<file path="src/rtl/dcmi_dma_burst.sv">
// DMA engine between the DCMI word packer and the AHB RAM write port.
// A FIFO feeds bursts of BURST_LEN writes into a circular or one-shot address window.
module dcmi_dma_burst #(
  parameter int ADDR_W     = 16,
  parameter int DATA_W     = 32,
  parameter int FIFO_DEPTH = 8,
  parameter int BURST_LEN  = 4
) (
  input  logic                          clk,
  input  logic                          rstn,
  input  logic                          block_en,
  input  logic                          man_mode,
  input  logic                          circ_mode,
  input  logic                          capture_start,
  input  logic                          mcu_rd_dr,
  output logic [DATA_W-1:0]             mcu_rdata,
  input  logic                          dcmi_dw_vld,
  input  logic [DATA_W-1:0]             dcmi_dw_out,
  input  logic [ADDR_W-1:0]             dma_saddr,
  input  logic [ADDR_W-1:0]             dma_len,
  output logic                          ram_wr_req,
  input  logic                          ram_wr_ack,
  output logic [ADDR_W-1:0]             ram_waddr,
  output logic [DATA_W-1:0]             ram_wdata,
  output logic [$clog2(FIFO_DEPTH):0]   fifo_level,
  output logic                          fifo_empty,
  output logic                          dma_busy,
  output logic                          ovfl_irq_pulse,
  output logic                          half_irq_pulse,
  output logic                          tc_irq_pulse
);

  localparam int PW = $clog2(FIFO_DEPTH);
  localparam int LW = PW + 1;
  localparam int BW = $clog2(BURST_LEN + 1);
  localparam logic [LW-1:0] DEPTH_L = LW'(FIFO_DEPTH);
  localparam logic [BW-1:0] BLEN_B  = BW'(BURST_LEN);
  localparam logic [31:0]   BLEN_32 = 32'(BURST_LEN);

  typedef enum logic [1:0] {S_IDLE, S_BURST, S_DONE} state_t;

  logic [DATA_W-1:0] mem_q [FIFO_DEPTH];
  logic [PW-1:0]     wr_ptr_q, rd_ptr_q;
  logic [LW-1:0]     level_q;

  state_t            state_q;
  logic [ADDR_W-1:0] waddr_q, rem_q;
  logic [BW-1:0]     beat_q;
  logic              ovfl_q, half_q, tc_q;

  logic              full, empty, req, ack_ok, pop, push, drop;
  logic [31:0]       level32, rem32, thresh;
  logic [ADDR_W-1:0] win_last, rem_dec, waddr_inc;
  logic              half_hit;
  logic [BW-1:0]     beat_inc;

  assign full     = (level_q == DEPTH_L);
  assign empty    = (level_q == '0);
  assign req      = (state_q == S_BURST) & ~man_mode & ~empty;
  assign ack_ok   = req & ram_wr_ack;
  assign pop      = man_mode ? (mcu_rd_dr & ~empty) : ack_ok;
  assign push     = dcmi_dw_vld & (~full | pop);
  assign drop     = dcmi_dw_vld & full & ~pop;

  assign level32  = 32'(level_q);
  assign rem32    = 32'(rem_q);
  assign thresh   = (rem32 < BLEN_32) ? rem32 : BLEN_32;

  // Window arithmetic wraps modulo 2^ADDR_W on purpose.
  assign win_last  = dma_saddr + dma_len - ADDR_W'(1);
  assign waddr_inc = (waddr_q == win_last) ? dma_saddr : waddr_q + ADDR_W'(1);
  assign rem_dec   = rem_q - ADDR_W'(1);
  assign half_hit  = (dma_len >= ADDR_W'(2)) && ((dma_len - rem_dec) == (dma_len >> 1));
  assign beat_inc  = beat_q + BW'(1);

  // Head is gated so an empty FIFO presents zero rather than stale memory.
  assign mcu_rdata      = empty ? '0 : mem_q[rd_ptr_q];
  assign ram_wdata      = mcu_rdata;
  assign ram_wr_req     = req;
  assign ram_waddr      = waddr_q;
  assign fifo_level     = level_q;
  assign fifo_empty     = empty;
  assign dma_busy       = (state_q == S_BURST);
  assign ovfl_irq_pulse = ovfl_q;
  assign half_irq_pulse = half_q;
  assign tc_irq_pulse   = tc_q;

  always_ff @(posedge clk) begin
    if (push && block_en) mem_q[wr_ptr_q] <= dcmi_dw_out;
  end

  always_ff @(posedge clk or negedge rstn) begin
    if (!rstn) begin
      wr_ptr_q <= '0;
      rd_ptr_q <= '0;
      level_q  <= '0;
    end else if (!block_en) begin
      wr_ptr_q <= '0;
      rd_ptr_q <= '0;
      level_q  <= '0;
    end else begin
      if (push) wr_ptr_q <= wr_ptr_q + PW'(1);
      if (pop)  rd_ptr_q <= rd_ptr_q + PW'(1);
      if (push && !pop)      level_q <= level_q + LW'(1);
      else if (pop && !push) level_q <= level_q - LW'(1);
    end
  end

  always_ff @(posedge clk or negedge rstn) begin
    if (!rstn) begin
      state_q <= S_DONE;
      waddr_q <= '0;
      rem_q   <= '0;
      beat_q  <= '0;
      ovfl_q  <= 1'b0;
      half_q  <= 1'b0;
      tc_q    <= 1'b0;
    end else if (!block_en) begin
      state_q <= S_DONE;
      waddr_q <= '0;
      rem_q   <= '0;
      beat_q  <= '0;
      ovfl_q  <= 1'b0;
      half_q  <= 1'b0;
      tc_q    <= 1'b0;
    end else begin
      ovfl_q <= drop;
      half_q <= 1'b0;
      tc_q   <= 1'b0;
      if (capture_start) begin
        waddr_q <= dma_saddr;
        rem_q   <= dma_len;
        beat_q  <= '0;
        state_q <= (dma_len == '0) ? S_DONE : S_IDLE;
      end else begin
        case (state_q)
          S_IDLE: begin
            if (!man_mode && level32 >= thresh) state_q <= S_BURST;
          end
          S_BURST: begin
            if (man_mode) begin
              state_q <= S_IDLE;
              beat_q  <= '0;
            end else if (ack_ok) begin
              half_q <= half_hit;
              if (rem_q == ADDR_W'(1)) begin
                tc_q   <= 1'b1;
                beat_q <= '0;
                if (circ_mode) begin
                  rem_q   <= dma_len;
                  waddr_q <= dma_saddr;
                  state_q <= S_IDLE;
                end else begin
                  rem_q   <= '0;
                  waddr_q <= waddr_inc;
                  state_q <= S_DONE;
                end
              end else begin
                rem_q   <= rem_dec;
                waddr_q <= waddr_inc;
                if (beat_inc == BLEN_B) begin
                  beat_q  <= '0;
                  state_q <= S_IDLE;
                end else begin
                  beat_q <= beat_inc;
                end
              end
            end
          end
          default: state_q <= S_DONE;
        endcase
      end
    end
  end

endmodule

</file>
<file path="config.mk">
export PLATFORM = sky130hd
export DESIGN_NAME = dcmi_dma_burst
export DESIGN_NICKNAME = d
export VERILOG_FILES = /design/src/rtl/dcmi_dma_burst.sv
export SDC_FILE = /design/constraint.sdc
export NUM_CORES = 1
export LEC_CHECK = 0
export ABC_CLOCK_PERIOD_IN_PS = 4850
export CAP_MARGIN = 0
export CORE_ASPECT_RATIO = 1.4
export CORE_MARGIN = 5
export CORE_UTILIZATION = 50
export CTS_CLUSTER_DIAMETER = 200
export DETAILED_ROUTE_END_ITERATION = 12
export GPL_ROUTABILITY_DRIVEN = 0
export GPL_TIMING_DRIVEN = 0
export PLACE_DENSITY = 0.79
export SETUP_SLACK_MARGIN = 0.5
export SYNTH_ARGS = -nofsm -noshare
export SYNTH_HDL_FRONTEND = slang
export SYNTH_SLANG_ARGS = --single-unit
export TNS_END_PERCENT = 50
</file>
<file path="constraint.sdc">
create_clock -name clk -period 4.85 [get_ports clk]
set_input_delay 0.97 -clock clk [delete_from_list [all_inputs] [get_ports clk]]
set_output_delay 0.97 -clock clk [all_outputs]
set_load 0.1 [all_outputs]
</file>
== Yosys cells after proc, flatten, opt, wreduce, memory -nomap -nowiden ==
Memory sizes are Yosys's and may differ from the RTL's.
Index checks and enable logic that the tools add are counted.

* Logic and storage cells: 122
* Memory bits (writable): 256
* Bits in registers: 50
* Memories: 1
* Input port bits: 73
* Output and inout port bits: 90

{| class="wikitable"
|+ Memory list
! memory !! depth !! bits a word !! rd ports !! clocked after Yosys merged registers in !! wr ports !! RTL line !! text
|-
| mem_q || 8 || 32 || 1 || 0 || 1 || 42 || <nowiki>logic [DATA_W-1:0] mem_q [FIFO_DEPTH];</nowiki>
|}

* Magnitude comparators: 3
* Equality and inequality tests: 16
* Bitwise gates (word level): 12
* Multiplexer cells: 56
* Reductions and logical operators: 14
* Add/sub/neg operators: 10

{| class="wikitable"
|+ Operators by type and width
! kind !! count
|-
| $mux W16 || 16
|-
| $mux W3 || 11
|-
| $mux W32 || 1
|-
| $sub A16 B1 Y16 const B || 2
|-
| $mux W2 || 9
|-
| $add A16 B1 Y16 const B || 1
|-
| $add A16 B16 Y16 || 1
|-
| $eq A16 B1 Y1 const B || 1
|-
| $eq A16 B15 Y1 || 1
|-
| $eq A16 B16 Y1 || 1
|-
| $ge A16 B2 Y1 const B || 1
|-
| $ge A4 B16 Y1 || 1
|-
| $logic_not A16 Y1 || 1
|-
| $lt A16 B3 Y1 const B || 1
|-
| $sub A16 B16 Y16 || 1
|-
| $mux W1 || 15
|-
| $mux W4 || 3
|-
| $add A3 B1 Y3 const B || 3
|-
| $ne A3 B1 Y1 const B || 3
|-
| $and A1 B1 Y1 || 7
|-
| $ne A6 B4 Y1 const B || 1
|-
| $reduce_and A3 Y1 || 2
|-
| $logic_and A1 B1 Y1 || 5
|-
| $ne A5 B4 Y1 const B || 1
|-
| other kinds (16) || 22
|}

== Logic depth before layout (Yosys ltp) ==
* Depth after elaboration: 12
* Depth in mapped cells: 16
* Gate-level depth less buffers: 16

== Worst setup path before layout ==
OpenSTA, ideal clock, no wires.

* Path kind: register -> output
* Start: register level_q[0] (netlist: fifo_level[0])
* End: output port ram_wdata[22]
* Data required time: 3.880 ns
* Arrival: 4.094 ns
* Slack: -0.214 ns
* Stages on the path, launching flop included: 5
* Path through: dfrtp_1 -> nor4_1 -> clkbuf_1 -> nor2_1 -> buf_4

* Longest elaborated chain between the ends: 2

{| class="wikitable"
|+ Ends and longest elaborated chain
! what !! RTL line !! text
|-
| start, declared || 44 || <nowiki>logic [LW-1:0] level_q;</nowiki>
|-
| start signal, assigned || 104 || <nowiki>if (push && !pop) level_q <= level_q + LW'(1);</nowiki>
|-
| start signal, assigned || 105 || <nowiki>else if (pop && !push) level_q <= level_q - LW'(1);</nowiki>
|-
| $logic_not A4 Y1 || 58 || <nowiki>assign empty = (level_q == '0);</nowiki>
|-
| named net fifo_empty || 26 || <nowiki>output logic fifo_empty,</nowiki>
|-
| $mux W32 || 77 || <nowiki>assign mcu_rdata = empty ? '0 : mem_q[rd_ptr_q];</nowiki>
|-
| end, declared || 24 || <nowiki>output logic [DATA_W-1:0] ram_wdata,</nowiki>
|}

The timed path passes the listed nets, and every way through them passes these cells.

== Worst setup path after layout ==
* Start: register rd_ptr_q[1]
* End: output port mcu_rdata[31]

* Longest elaborated chain between the ends: 2

{| class="wikitable"
|+ Ends and longest elaborated chain
! what !! RTL line !! text
|-
| start, declared || 43 || <nowiki>logic [PW-1:0] wr_ptr_q, rd_ptr_q;</nowiki>
|-
| start signal, assigned || 103 || <nowiki>if (pop) rd_ptr_q <= rd_ptr_q + PW'(1);</nowiki>
|-
| $mem_v2 Z8 W32 || -- ||
|-
| $mux W32 || 77 ||
|-
| end, declared || 16 || <nowiki>output logic [DATA_W-1:0] mcu_rdata,</nowiki>
|}

Every way passes these cells.

==> impl_metrics.tcl <==
set metrics [dict create \
    wire_per_inst_um 21.3 \
    core_mm2 0.0306 \
    leakage_uw 0.00701 \
    cts_hold_buf 0 \
    dieHeight_um 218 \
    cts.clk_slew.worst_paths_ps 70 \
    fin_cells 1755 \
    layout_commonest_cell "edfxtp_1" \
    nFillCells 2311 \
    cts-root-buf "clkbuf_16" \
    max_clock_freq_ghz 0.232 \
    cts_made_buffers 29 \
    first_global_vias 10400 \
    finalMaxSlewViolations 0 \
    hold_viol 0 \
    routed_wl_um 37400 \
    cts_tree "done" \
    setup_viol 0 \
    swShare_pct 45.3 \
    ant_nets 0 \
    grt_max_degree 27 \
    power.total_uw 9760 \
    cp_max_fo 10 \
    place_hpwl_um 26600 \
    synth_area_leader_cell "edfxtp_1" \
    final_area_mm2 0.0188 \
    drtIter0Drc 759 \
    drive_gt1_share_pct 17.8 \
    start_util_pct 50.4 \
    yosys_most_used_dff "edfxtp_1" \
    postSynth.asyncResetShare_pct 16.3 \
    io_pins 163 \
    io_buffers 160 \
    worstMarginPinSlew_ps 1050 \
    grt_use_total_pct 21.8 \
    antenna_found_initial 0 \
    maxCapViolCount 0 \
    clockPowerShare_pct 21.3 \
    die_w_um 159 \
    syn_area_per_cell_um2 13.5 \
    syn2layout_area_growth_pct 21.7 \
    ys_ff_latch 306 \
    seqPwrFrac_pct 31.2 \
    insertion_delay_ps 550 \
    yosysUniqueCellTypes 70 \
    yosys_warnings 0 \
    worstSetupPathType "reg -> out" \
    hp-class "in -> async" \
    yosysSeqAreaShare_pct 57.9 \
    endpoint_kind "output port" \
    post_drt_via_cell_ratio 5.76 \
    drt-pass1-iter-count 5 \
    crit_arrival_ps 3340 \
    crit_required_ps 3880 \
    critical_path.startpoint_type "flip-flop" \
    vias 10100 \
    grt_pass1_wl_um 57900 \
    dieArea_mm2 0.0345 \
    skew_ps 25.0 \
    pwr-share-comb_pct 47.5 \
    syn_inst 1144 \
    synth_edf_count 256 \
    cts_buffer_depth 3 \
    cts_sinks 306 \
    p_switching_uw 4420 \
    synth_nets 1277 \
    synth_top_area_share_pct 49.8 \
    dp.cells 1706 \
    fin_crit_ps 4310 \
    finalSetupTns_ps 0 \
    netlist_area_mm2 0.0154 \
    dpl-instance-area_mm2 0.0179 \
    synth_area_leaders "edfxtp_1 50%, mux4_2 9.3%, dfrtp_1 7.9%" \
    power-per-cell-area_mw_per_mm2 519 \
    rsz0062_at_grt "true" \
    p_int_uw 5340 \
    final_cell_mix "256 x edfxtp_1, 87 x nor2_1, 77 x clkdlybuf4s50_1" \
    period_share_pct 88.9 \
    num_rows 76 \
    fin_util_pct 61.4 \
    slew_headroom_pct 30.1 \
    status "complete, no violations" \
    diodes 0 \
    finalNetCount 1482 \
    h-tree-depth 1 \
    grt.overflow.total 0 \
    peakVddDrop_mv 0.597 \
    drc_errors 0 \
]
flip-flops by register name, indices dropped and copies added, names as in the netlist:
| register | count |
|---|---|
| fifo_level | 4 |
| half_irq_pulse | 1 |
| tc_irq_pulse | 1 |
| mem_q | 256 |
| ovfl_irq_pulse | 1 |
| state_q | 2 |
| wr_ptr_q | 3 |
| rem_q | 16 |
| beat_q | 3 |
| ram_waddr | 16 |
| rd_ptr_q | 3 |
cells in the mapped netlist, types with 11 or more instances:
master / count
o21ai_0: 36
ha_1: 57
nand2_1: 72
inv_1: 76
nor2_1: 93
nand3_1: 12
dfrtp_1: 49
buf_4: 34
edfxtp_1: 256
nor4_1: 11
mux4_2: 64
a21oi_1: 41
xnor2_1: 50
xor2_1: 22
nor3_1: 19
o2bb2ai_1: 12
clkbuf_1: 26
mux2i_1: 47
worst max-delay path, stage by stage (launching register included):
cell and delay [ps]:
dfrtp_1 380, clkbuf_1 470, clkbuf_2 420, mux4_2 260, mux2i_1 70, nor2_1 300, clkdlybuf4s15_1 890
routing by layer:
layer / vias up / wire, um / track usage [%]
li1: 4643 / - / -
met1: 5032 / 13800 / 26.1
met4: 0 / 1080 / 6.86
met3: 54 / 2410 / 3.20
met2: 376 / 20200 / 39.9
met5: - / 0 / 0
worst paths after layout:
path,to,slack [ps],start,cells after the start
max reg2reg,half_irq_pulse,950,rem_q[3],14
min in group clk,beat_q[0],530,beat_q[0],1
max in group asynchronous,state_q[1],3770,rstn,2
min reg2reg,beat_q[0],530,beat_q[0],1
min,ram_waddr[13],440,rstn,1
max,mcu_rdata[31],540,rd_ptr_q[1],6
cells by family (layout without fill, tap and decap cells):
family                   count (synthesis)  count (layout)  synth area share [%]
other                                    1               1                0.0243
XOR/XNOR                                72              72                  4.08
flip-flops                             306             306                  57.9
AO/OA/AOI/OAI                          169             169                  7.44
AND/OR/NAND/NOR                        274             274                  8.35
adder cells (fa/ha/maj)                 60              60                  5.01
buffers and inverters                  150             371                  4.75
multiplexers                           112             112                  12.5
what timing repair did:
action | 4_1_cts | 5_1_grt
pin swaps | 1 | 7
endpoints found under the setup margin | 82 | 55
resized for setup | 139 | 50
buffers inserted | 1 | 1
metrics by stage:
step / hold slack (ps) / setup WS (ps)
final: 444 / 536
after global routing: 484 / 425
after CTS: 439 / 294
after detailed placement: 523 / -674
after global placement: 487 / -1100
after floorplan: 467 / 91.9
power groups by stage:
stage	Combinational (uW)	Sequential (uW)	Clock [uW]
after floorplan	3540	3240	0
after global placement	4690	3090	0
after detailed placement	4800	3100	0
after CTS	4660	3040	2110
after global routing	4880	3060	2210
final	4640	3040	2070
layout make-up:
| class | count | area [um2] | share of cell area (%) |
|---|---|---|---|
| sequential | 306 | 8940 | 47.6 |
| multi-input combinational | 688 | 5900 | 31.4 |
| timing repair buffer | 174 | 1850 | 9.86 |
| clock buffer | 35 | 748 | 3.98 |
| tap | 390 | 488 | 2.60 |
| buffer | 74 | 482 | 2.56 |
| inverter | 76 | 285 | 1.52 |
| clock inverter | 12 | 100 | 0.533 |
(Power assumes the default switching activity.)
